--- config.mk ---
export PLATFORM = sky130hd
export DESIGN_NAME = cache_wb_nway
export DESIGN_NICKNAME = d
export VERILOG_FILES = /design/src/rtl/cache_wb_nway.sv
export SDC_FILE = /design/constraint.sdc
export NUM_CORES = 2
export LEC_CHECK = 0
export CAP_MARGIN = 20
export CORE_AREA = 2 2 457 232
export CTS_CLUSTER_SIZE = 8
export DETAILED_ROUTE_END_ITERATION = 10
export DIE_AREA = 0 0 459 234
export PLACE_DENSITY = 0.7
export REMOVE_ABC_BUFFERS = 1
export SKIP_LAST_GASP = 1
export SLEW_MARGIN = 10
export SYNTH_ARGS = -nofsm -noshare
export SYNTH_HDL_FRONTEND = slang
export SYNTH_SLANG_ARGS = --single-unit
--- constraint.sdc ---
create_clock -name i_clk -period 4.61 [get_ports i_clk]
set_clock_uncertainty 0.1 [all_clocks]
set_input_delay 0.922 -clock i_clk [delete_from_list [all_inputs] [get_ports i_clk]]
set_output_delay 0.922 -clock i_clk [all_outputs]
set_load 0.01 [all_outputs]
--- src/rtl/cache_wb_nway.sv ---
// N-way set-associative write-back, write-allocate data cache with true-LRU replacement.
// The memory side is a word-serial burst port: one beat per MemAck, with writeback beats sent before refill beats.
module cache_wb_nway #(
    parameter int ADDR_W    = 10,
    parameter int WORD_W    = 32,
    parameter int BLK_WORDS = 4,
    parameter int SETS      = 4,
    parameter int WAYS      = 2
) (
    input  logic              i_clk,
    input  logic              i_rst_n,
    input  logic              i_cpu_req,
    input  logic              i_read_or_write,
    input  logic [ADDR_W-1:0] i_addr,
    input  logic [WORD_W-1:0] i_write_data,
    output logic [WORD_W-1:0] o_read_data,
    output logic              o_cpu_ready,
    output logic              o_hit_or_miss,
    output logic              o_mem_req,
    output logic              o_mem_we,
    output logic [ADDR_W-1:0] o_mem_addr,
    output logic [WORD_W-1:0] o_mem_wdata,
    input  logic [WORD_W-1:0] i_mem_rdata,
    input  logic              i_mem_ack
);

    localparam int OFF_W   = $clog2(BLK_WORDS);
    localparam int IDX_W   = (SETS > 1) ? $clog2(SETS) : 0;
    localparam int IDX_WS  = (SETS > 1) ? IDX_W : 1;
    localparam int TAG_LSB = 2 + OFF_W + IDX_W;
    localparam int TAG_W   = ADDR_W - TAG_LSB;
    localparam int WAY_W   = (WAYS > 1) ? $clog2(WAYS) : 1;

    typedef enum logic [1:0] {S_IDLE, S_WB, S_REFILL, S_RESP} state_t;

    logic [WORD_W-1:0] r_data  [SETS][WAYS][BLK_WORDS];
    logic [TAG_W-1:0]  r_tag   [SETS][WAYS];
    logic [WAYS-1:0]   r_valid [SETS];
    logic [WAYS-1:0]   r_dirty [SETS];
    logic [WAY_W-1:0]  r_age   [SETS][WAYS];

    state_t            r_state;
    state_t            w_state_nxt;
    logic [OFF_W-1:0]  r_beat;
    logic [WAY_W-1:0]  r_victim;
    logic [WORD_W-1:0] r_rdata;
    logic              r_hit;

    logic [OFF_W-1:0]  w_off;
    logic [IDX_WS-1:0] w_idx;
    logic [TAG_W-1:0]  w_tag;
    logic [1:0]        w_unused_addr_bits;

    assign w_off              = i_addr[OFF_W+1:2];
    assign w_tag              = i_addr[ADDR_W-1 -: TAG_W];
    assign w_unused_addr_bits = i_addr[1:0];

    generate
        if (SETS > 1) begin : g_idx
            assign w_idx = i_addr[OFF_W+2 +: IDX_W];
        end else begin : g_no_idx
            assign w_idx = '0;
        end
    endgenerate

    logic             w_hit;
    logic [WAY_W-1:0] w_hit_way;
    logic             w_found_inv;
    logic [WAY_W-1:0] w_victim;
    logic [WAY_W-1:0] w_max_age;

    // NOTE: every signal driven from always_comb gets a default first, so no path leaves it unassigned and no latch is inferred.
    always_comb begin
        w_hit       = 1'b0;
        w_hit_way   = '0;
        w_found_inv = 1'b0;
        w_victim    = '0;
        w_max_age   = r_age[w_idx][0];
        for (int w = 0; w < WAYS; w++) begin
            if (!w_hit && r_valid[w_idx][w] && r_tag[w_idx][w] == w_tag) begin
                w_hit     = 1'b1;
                w_hit_way = WAY_W'(w);
            end
            if (!w_found_inv && !r_valid[w_idx][w]) begin
                w_found_inv = 1'b1;
                w_victim    = WAY_W'(w);
            end
        end
        // With every way valid, the victim is the lowest-index way holding the maximum age.
        if (!w_found_inv) begin
            for (int w = 1; w < WAYS; w++) begin
                if (r_age[w_idx][w] > w_max_age) begin
                    w_max_age = r_age[w_idx][w];
                    w_victim  = WAY_W'(w);
                end
            end
        end
    end

    logic              w_last;
    logic              w_miss_start;
    logic              w_hit_acc;
    logic              w_refill_we;
    logic              w_fill_done;
    logic              w_acc_en;
    logic [WAY_W-1:0]  w_acc_way;
    logic [ADDR_W-1:0] w_base;

    assign w_last       = (r_beat == OFF_W'(BLK_WORDS - 1));
    assign w_hit_acc    = (r_state == S_IDLE) && i_cpu_req && w_hit;
    assign w_miss_start = (r_state == S_IDLE) && i_cpu_req && !w_hit;
    assign w_refill_we  = (r_state == S_REFILL) && i_mem_ack;
    assign w_fill_done  = w_refill_we && w_last;
    assign w_acc_en     = w_hit_acc || w_fill_done;
    assign w_acc_way    = w_hit_acc ? w_hit_way : r_victim;
    assign w_base       = (ADDR_W'(w_idx) << (OFF_W + 2)) | (ADDR_W'(r_beat) << 2);

    always_comb begin
        w_state_nxt   = r_state;
        o_cpu_ready   = 1'b0;
        o_hit_or_miss = 1'b0;
        o_mem_req     = 1'b0;
        o_mem_we      = 1'b0;
        o_mem_addr    = '0;
        o_mem_wdata   = '0;
        unique case (r_state)
            S_IDLE: begin
                if (i_cpu_req) begin
                    if (w_hit)
                        w_state_nxt = S_RESP;
                    else if (r_valid[w_idx][w_victim] && r_dirty[w_idx][w_victim])
                        w_state_nxt = S_WB;
                    else
                        w_state_nxt = S_REFILL;
                end
            end
            S_WB: begin
                o_mem_req   = 1'b1;
                o_mem_we    = 1'b1;
                o_mem_addr  = (ADDR_W'(r_tag[w_idx][r_victim]) << TAG_LSB) | w_base;
                o_mem_wdata = r_data[w_idx][r_victim][r_beat];
                if (i_mem_ack && w_last)
                    w_state_nxt = S_REFILL;
            end
            S_REFILL: begin
                o_mem_req  = 1'b1;
                o_mem_addr = (ADDR_W'(w_tag) << TAG_LSB) | w_base;
                if (w_fill_done)
                    w_state_nxt = S_RESP;
            end
            S_RESP: begin
                o_cpu_ready   = 1'b1;
                o_hit_or_miss = r_hit;
                w_state_nxt   = S_IDLE;
            end
            default: w_state_nxt = S_IDLE;
        endcase
    end

    assign o_read_data = r_rdata;

    // NOTE: state in always_ff is updated with non-blocking assignments so every flop samples pre-edge values.
    always_ff @(posedge i_clk or negedge i_rst_n) begin
        if (!i_rst_n)
            r_state <= S_IDLE;
        else
            r_state <= w_state_nxt;
    end

    // NOTE: data and tag arrays carry no reset; the valid bits alone decide whether their contents mean anything.
    always_ff @(posedge i_clk) begin
        if (w_hit_acc && i_read_or_write)
            r_data[w_idx][w_hit_way][w_off] <= i_write_data;
        if (w_refill_we)
            r_data[w_idx][r_victim][r_beat] <= (i_read_or_write && r_beat == w_off) ? i_write_data : i_mem_rdata;
        if (w_fill_done)
            r_tag[w_idx][r_victim] <= w_tag;
    end

    always_ff @(posedge i_clk or negedge i_rst_n) begin
        if (!i_rst_n) begin
            for (int s = 0; s < SETS; s++) begin
                r_valid[s] <= '0;
                r_dirty[s] <= '0;
                // Ages start as a permutation so the LRU ordering is total from the first access.
                for (int w = 0; w < WAYS; w++)
                    r_age[s][w] <= WAY_W'(w);
            end
            r_beat   <= '0;
            r_victim <= '0;
            r_rdata  <= '0;
            r_hit    <= 1'b0;
        end else begin
            if (w_miss_start) begin
                r_victim                   <= w_victim;
                r_beat                     <= '0;
                r_hit                      <= 1'b0;
                // The victim stops being valid while its block is being replaced.
                r_valid[w_idx][w_victim]   <= 1'b0;
                r_dirty[w_idx][w_victim]   <= 1'b0;
            end
            if ((r_state == S_WB || r_state == S_REFILL) && i_mem_ack)
                r_beat <= w_last ? '0 : r_beat + 1'b1;
            if (w_hit_acc) begin
                r_hit   <= 1'b1;
                r_rdata <= i_read_or_write ? i_write_data : r_data[w_idx][w_hit_way][w_off];
                if (i_read_or_write)
                    r_dirty[w_idx][w_hit_way] <= 1'b1;
            end
            if (w_fill_done) begin
                r_valid[w_idx][r_victim] <= 1'b1;
                r_dirty[w_idx][r_victim] <= i_read_or_write;
                if (i_read_or_write)
                    r_rdata <= i_write_data;
                else if (r_beat == w_off)
                    r_rdata <= i_mem_rdata;
                else
                    r_rdata <= r_data[w_idx][r_victim][w_off];
            end
            if (w_acc_en) begin
                for (int w = 0; w < WAYS; w++) begin
                    if (WAY_W'(w) == w_acc_way)
                        r_age[w_idx][w] <= '0;
                    else if (r_age[w_idx][w] < r_age[w_idx][w_acc_way])
                        r_age[w_idx][w] <= r_age[w_idx][w] + 1'b1;
                end
            end
        end
    end

endmodule

* Yosys cells after proc, flatten, opt, wreduce, memory -nomap -nowiden *
Memories as Yosys holds them, arrays and structs flattened.
Index checks and enable logic that the tools add are counted.

word-level totals
  bits in registers = 62
  output and inout bits = 78
  RAM bits = 1056
  word-level logic and storage cells = 731
  memories = 2
  input port bits = 79

memories
  name    words  bits a word  rd ports  clocked after Yosys merged registers in  wr ports  RTL line  RTL
  r_data  4      256          1         0                                        1         36        logic [WORD_W-1:0] r_data [SETS][WAYS][BLK_WORDS];
  r_tag   4      8            1         0                                        1         37        logic [TAG_W-1:0] r_tag [SETS][WAYS];

cells by class
  magnitude comparators = 20
  reduce and logical (&&, ||, !) cells = 33
  bitwise operators = 274
  equal/unequal tests = 10
  add/sub/neg operators = 3
  mux-type cells = 368

operator list
  cell                                                      number
  2-to-1 mux 128 bit                                        8
  2-to-1 mux 256 bit                                        2
  2-to-1 mux 32 bit                                         15
  2-to-1 mux 1 bit                                          285
  demux 128 bit (select 1 bit)                              2
  OR 1 bit                                                  256
  binary-select mux 32 bit (select 2 bit)                   3
  demux 32 bit (select 2 bit)                               2
  2-to-1 mux 8 bit                                          12
  2-to-1 mux 2 bit                                          18
  bitwise AND 8 bit                                         4
  bitwise mux 8 bit                                         3
  inverter 8 bit                                            3
  logical AND 1 bit                                         22
  demux 2 bit (select 2 bit)                                5
  OR 10 x 6 -> 10 bit                                       2
  case mux 10 bit (2 select lines)                          1
  2-to-1 mux 4 bit                                          4
  OR 8 bit                                                  2
  binary-select mux 2 bit (select 2 bit)                    3
  greater-or-equal comparator 3 bit, second input constant  3
  < comparator 3 x 1 -> 1 bit, second input constant        3
  inverter 2 -> 3 bit                                       3
  equality test 4 bit                                       2
  23 further kinds                                          45

* Longest topological paths before layout *
  depth in word-level cells = 23
  gate-level depth with buffers = 15
  gate-level depth less buffers = 9

* Least setup slack after synthesis *
Ideal clock, no wire load.

  path type = input -> register
  from = input i_addr[4]
  to = memory r_data[0][32] in the netlist's numbering (enable)
  library setup time = 0.421 ns
  stages = 9
  arrival = 4.323 ns
  required time = 4.089 ns
  path buffers = 2
  slack = -0.234 ns
  cell sequence = buf_6 -> mux4_1 -> xnor2_1 -> nand3_2 -> or2_1 -> buf_6 -> nor4_1 -> a21boi_0 -> nor2_1

on the way
  word-level cells in the longest chain between the ends = 17
  elaborated cells on any way between the ends = 25
  classes of those cells = 2 x order compare; 2 x eq/ne; 10 x mux; 3 x bitwise; 7 x reduce/logical; 1 x memory

RTL lines
  element                                                      RTL line  RTL
  start: declaration                                           14        input logic [ADDR_W-1:0] i_addr,
  branches (longest 17 deep; another with memory (4 x 8 bit))  n/a
  end: declaration                                             36

Parallel ways; which one is timed is not known. The select of a mux whose other input is x is not followed.

* Final worst setup path *
  from = input i_addr[4]
  to = output o_mem_wdata[11]

on the way
  word-level cells in the longest chain between the ends = 8

RTL lines
  element                                                RTL line  RTL
  memory (4 x 256 bit)                                   n/a
  2-to-1 mux 128 bit (not written as such) (3 in a row)  141       o_mem_wdata = r_data[w_idx][r_victim][r_beat];
  binary-select mux 32 bit (select 2 bit)                141
  2-to-1 mux 32 bit (not written as such) (2 in a row)   141
  2-to-1 mux 32 bit                                      126       unique case (r_state)
  end: declaration                                       22        output logic [WORD_W-1:0] o_mem_wdata,

No other way between the ends. The select of a mux whose other input is x is not followed.

==> summary.txt <==
Status
  – Outcome: finished, final reports clean

Cells and area
  – Combined flip-flop and latch cell area: 33270 µm²
  – Commonest non-fill, non-tap cell in the layout: edfxtp_1
  – Area of combinational cells with multiple inputs: 17050 µm²
  – Non-filler instance count after layout: 5059
  – FILL cells: 7644
  – Final design instance area without fill: 60600 µm²
  – Share of cells above drive strength 1: 0.2192
  – Final net count: 3652
  – Area overhead of the layout relative to synthesis: 17.88%
  – Leading cell types in the layout, fill and taps excluded: 1056 x edfxtp_1, 491 x nand2_1, 361 x o21ai_0

STA
  – Unrepaired setup endpoints after global routing: no
  – Post-route clock period utilization: 0.9664
  – Max-slew violation count: 0
  – Final-layout worst hold slack: 0.1416 ns
  – Setup TNS: 0 ns
  – Count of final hold-check violations: 0
  – Number of endpoints failing setup at the final stage: 0
  – Maximum frequency from static timing analysis: 224.5 MHz
  – Relative slew margins: 0.2088
  – Transition time at the pin with the least slew margin: 1.181 ns
  – Minimum clock period after layout: 4.455 ns

Yosys
  – Share of the yosys chip area belonging to registers: 0.6471
  – Simple-gate share of the synthesized area: 0.06236
  – Area fraction in compound gates after synthesis: 0.07037
  – Synth warn: 0
  – XOR/XNOR share of the synthesized area: 0.001704
  – Multiplexer fraction of the synthesized cell area: 0.1888
  – Gate Count Post-Synth: 3338
  – Library cell occupying the most area in the post-synthesis netlist: edfxtp_1
  – Post-synth EDFFs: 1056
  – Adder-cell share of the synthesized area: 0.001947
  – Proportion of netlist area held by the largest area contributor: 0.6169
  – Mapped cell area: 51410 µm²
  – Count of different cell masters after synthesis: 73
  – Main flop type after synthesis: edfxtp_1
  – Synthesized flop and latch total: 1118
  – Main combinational cell family by area after synthesis: multiplexers
  – Fraction of registers with async set/reset: 0.05546
  – Area contributors post-synth: edfxtp_1 62%, mux4_2 15%, nand2_1 3.6%, o21ai_0 3.5%, mux2i_1 3.2%
  – Synthesized area per cell: 15.40 µm²

Setup path
  – Cell at the slowest stage of the critical path: mux4_2
  – Worst setup path category: in2out
  – CP max FO: 17
  – Longest individual stage delay on the worst path: 0.60 ns
  – Worst EP arrival: 3.43 ns
  – CP Data Required Time: 3.59 ns
  – Startpoint of the most critical setup path: i_addr[4]
  – Kind of start point of the critical path: input port
  – Cell family contributing the most delay on the critical path: buffers and inverters
  – Critical path's most frequent cell: mux4_2
  – Buf/Inv on CP: 3
  – Reg-to-reg critical path startpoint: r_beat[0]$_DFFE_PN0P_
  – Kind of capture point of the worst setup path: output port
  – Crit path cell chain: buf_8 -> buf_4 -> mux4_2 -> mux4_2 -> nand2_1 -> a21boi_0 -> clkdlybuf4s50_1

CTS
  – H-tree depth: 4
  – Inserted Clock Buffers: 157
  – TritonCTS clock tree: yes
  – CTS root buf: clkbuf_16
  – Clock Latency Late Sink: 0.76 ns
  – Number of buffers between clock root and the deepest sink: 3
  – Clock edge transition at the registers on the reported setup and hold paths: 0.05 ns
  – Number of hold buffers added after CTS: 0
  – # clock sinks: 1118

Floorplanning
  – Boundary pin count: 157
  – Number of standard-cell rows in the floorplan: 84
  – Chip height: 234 µm
  – Area of the core region: 103800 µm²
  – Initial Util: 0.4950
  – Die X: 459 µm
  – Die Area: 107400 µm²

Global routing
  – Leftover overflow at the end of global routing: 0
  – Number of global-route vias before repair: 32610
  – First-pass GRT wire length: 240400 µm
  – Global-route total usage across every layer: 0.3185
  – Largest net degree at the start of global routing: 71
  – Initial antenna violation count: 4

Routing
  – Routed via count: 34360
  – WL/cell: 33.59 µm
  – Antenna Violating Nets Remaining: 0
  – 1st-iter DRT viols: 6300
  – Average vias per placed instance: 6.792
  – Router iterations before antenna repair: 9
  – Final wirelength: 169900 µm
  – Residual DRC: 0

Placed design
  – Number of placed instances with taps included: 4782
  – Cell area after placement: 56000 µm²
  – Sum of net half-perimeters after detailed placement: 103100 µm
  – Count of input and output buffers: 152
  – Gp weighted congestion: 0.8808

Run
  – Max-cap check violation count: 0

Power and ir drop
  – Pwr Density: 472.9 nW/µm²
  – Peak ir drop on the vdd network: 411.8 µV
  – Total design power: 28.66 mW
  – Static leakage: 21.22 nW

Min path
  – Type of the worst min-delay path: in2async
[Yosys cell counts, drive strengths merged, types with 2 or more instances]
cell type / n
dfrtp: 58
nand3b: 2
o21ai: 388
nor2b: 38
or3: 2
clkbuf: 179
edfxtp: 1056
o22ai: 22
a211oi: 20
nand2b: 6
or2: 4
and2: 12
nand2: 497
o31ai: 6
nor2: 99
a22oi: 10
a31oi: 31
mux2i: 163
nor3: 3
xnor2: 10
o221ai: 8
mux4: 356
a21boi: 9
o22a: 5
buf: 109
o211ai: 14
ha: 8
a221oi: 25
nand4: 7
a311o: 3
a21oi: 65
a311oi: 12
inv: 11
dfstp: 4
and3: 23
nand3: 58
mux2: 3
[logic make-up after synthesis]
family / count (synthesis)
AOI/OAI and AO/OA: 625
xor gates and xnor gates: 10
and+or+nand+nor: 753
muxes: 522
adders and majority gates: 8
buffers and inverters: 301
DFF: 1118
other: 1
[where the power goes]
part	switching (mW)	leakage, nW	total, mW	internal (mW)
registers	0.195	10.3	11.8	11.6
logic	3.61	8.73	5.92	2.31
clock network	4.40	2.19	10.9	6.50
[layout make-up]
cell class	instances	share of cell area
clock inverter	11	0.002643
tap	1376	0.02841
clock buffer	264	0.07303
multi-input combinational	1920	0.2814
antenna	2	0.00008259
sequential	1118	0.5491
inverter	12	0.0009498
timing repair buffer	356	0.06444
[stage by stage]
stage | setup WS [ns] | utilization
after global placement | 0.1396 | 0.5393
after floorplan | -1.169 | -
final | 0.1549 | 0.5836
after CTS | 0.09391 | 0.5835
after global routing | 0.04344 | 0.5836
after detailed placement | 0.1431 | 0.5393
[path summary, 6_finish.rpt]
path                                                   end  slack [ns]  depth (start not counted)
worst min-delay path            o_read_data[1]$_DFFE_PN0P_        0.14                          1
worst max-delay path                       o_mem_wdata[11]        0.15                          7
min in group i_clk              o_read_data[1]$_DFFE_PN0P_        0.40                          2
max in group asynchronous       o_read_data[8]$_DFFE_PN0P_        3.23                          2
worst max register to register    r_data[1][204]$_DFFE_PP_        0.76                          7
worst min register to register  o_read_data[1]$_DFFE_PN0P_        0.40                          2
[state kept, by name (all words and copies together), names as in the netlist]
signal / flops
o_read_data: 32
r_age: 8
r_beat: 2
r_data: 1024
r_dirty: 8
r_hit: 1
r_state: 2
r_tag: 32
r_valid: 8
r_victim: 1
[per-layer routing]
layer | vias to the layer above | global-route usage | wire (µm)
li1 | 13680 | - | -
met1 | 17250 | 0.4642 | 66180
met2 | 3064 | 0.4383 | 69680
met3 | 369 | 0.1212 | 28220
met4 | 2 | 0.1068 | 5688
met5 | - | 0.01011 | 149
[worst register-to-register path: stages, from the launching register on]
cell and delay, ns:
dfrtp_1 0.37, buf_4 0.50, xnor2_1 0.28, and2_2 0.30, nand2_4 0.43, buf_4 0.29, mux2i_1 0.81, o21ai_0 0.41
[repair_timing]
item                                    in CTS  in global routing
hold endpoints to repair                     0                  0
setup buffers                                0                  0
resized for setup                            0                  1
endpoints found under the setup margin       0                  1
Note: power is estimated with default switching activity, not from simulation.
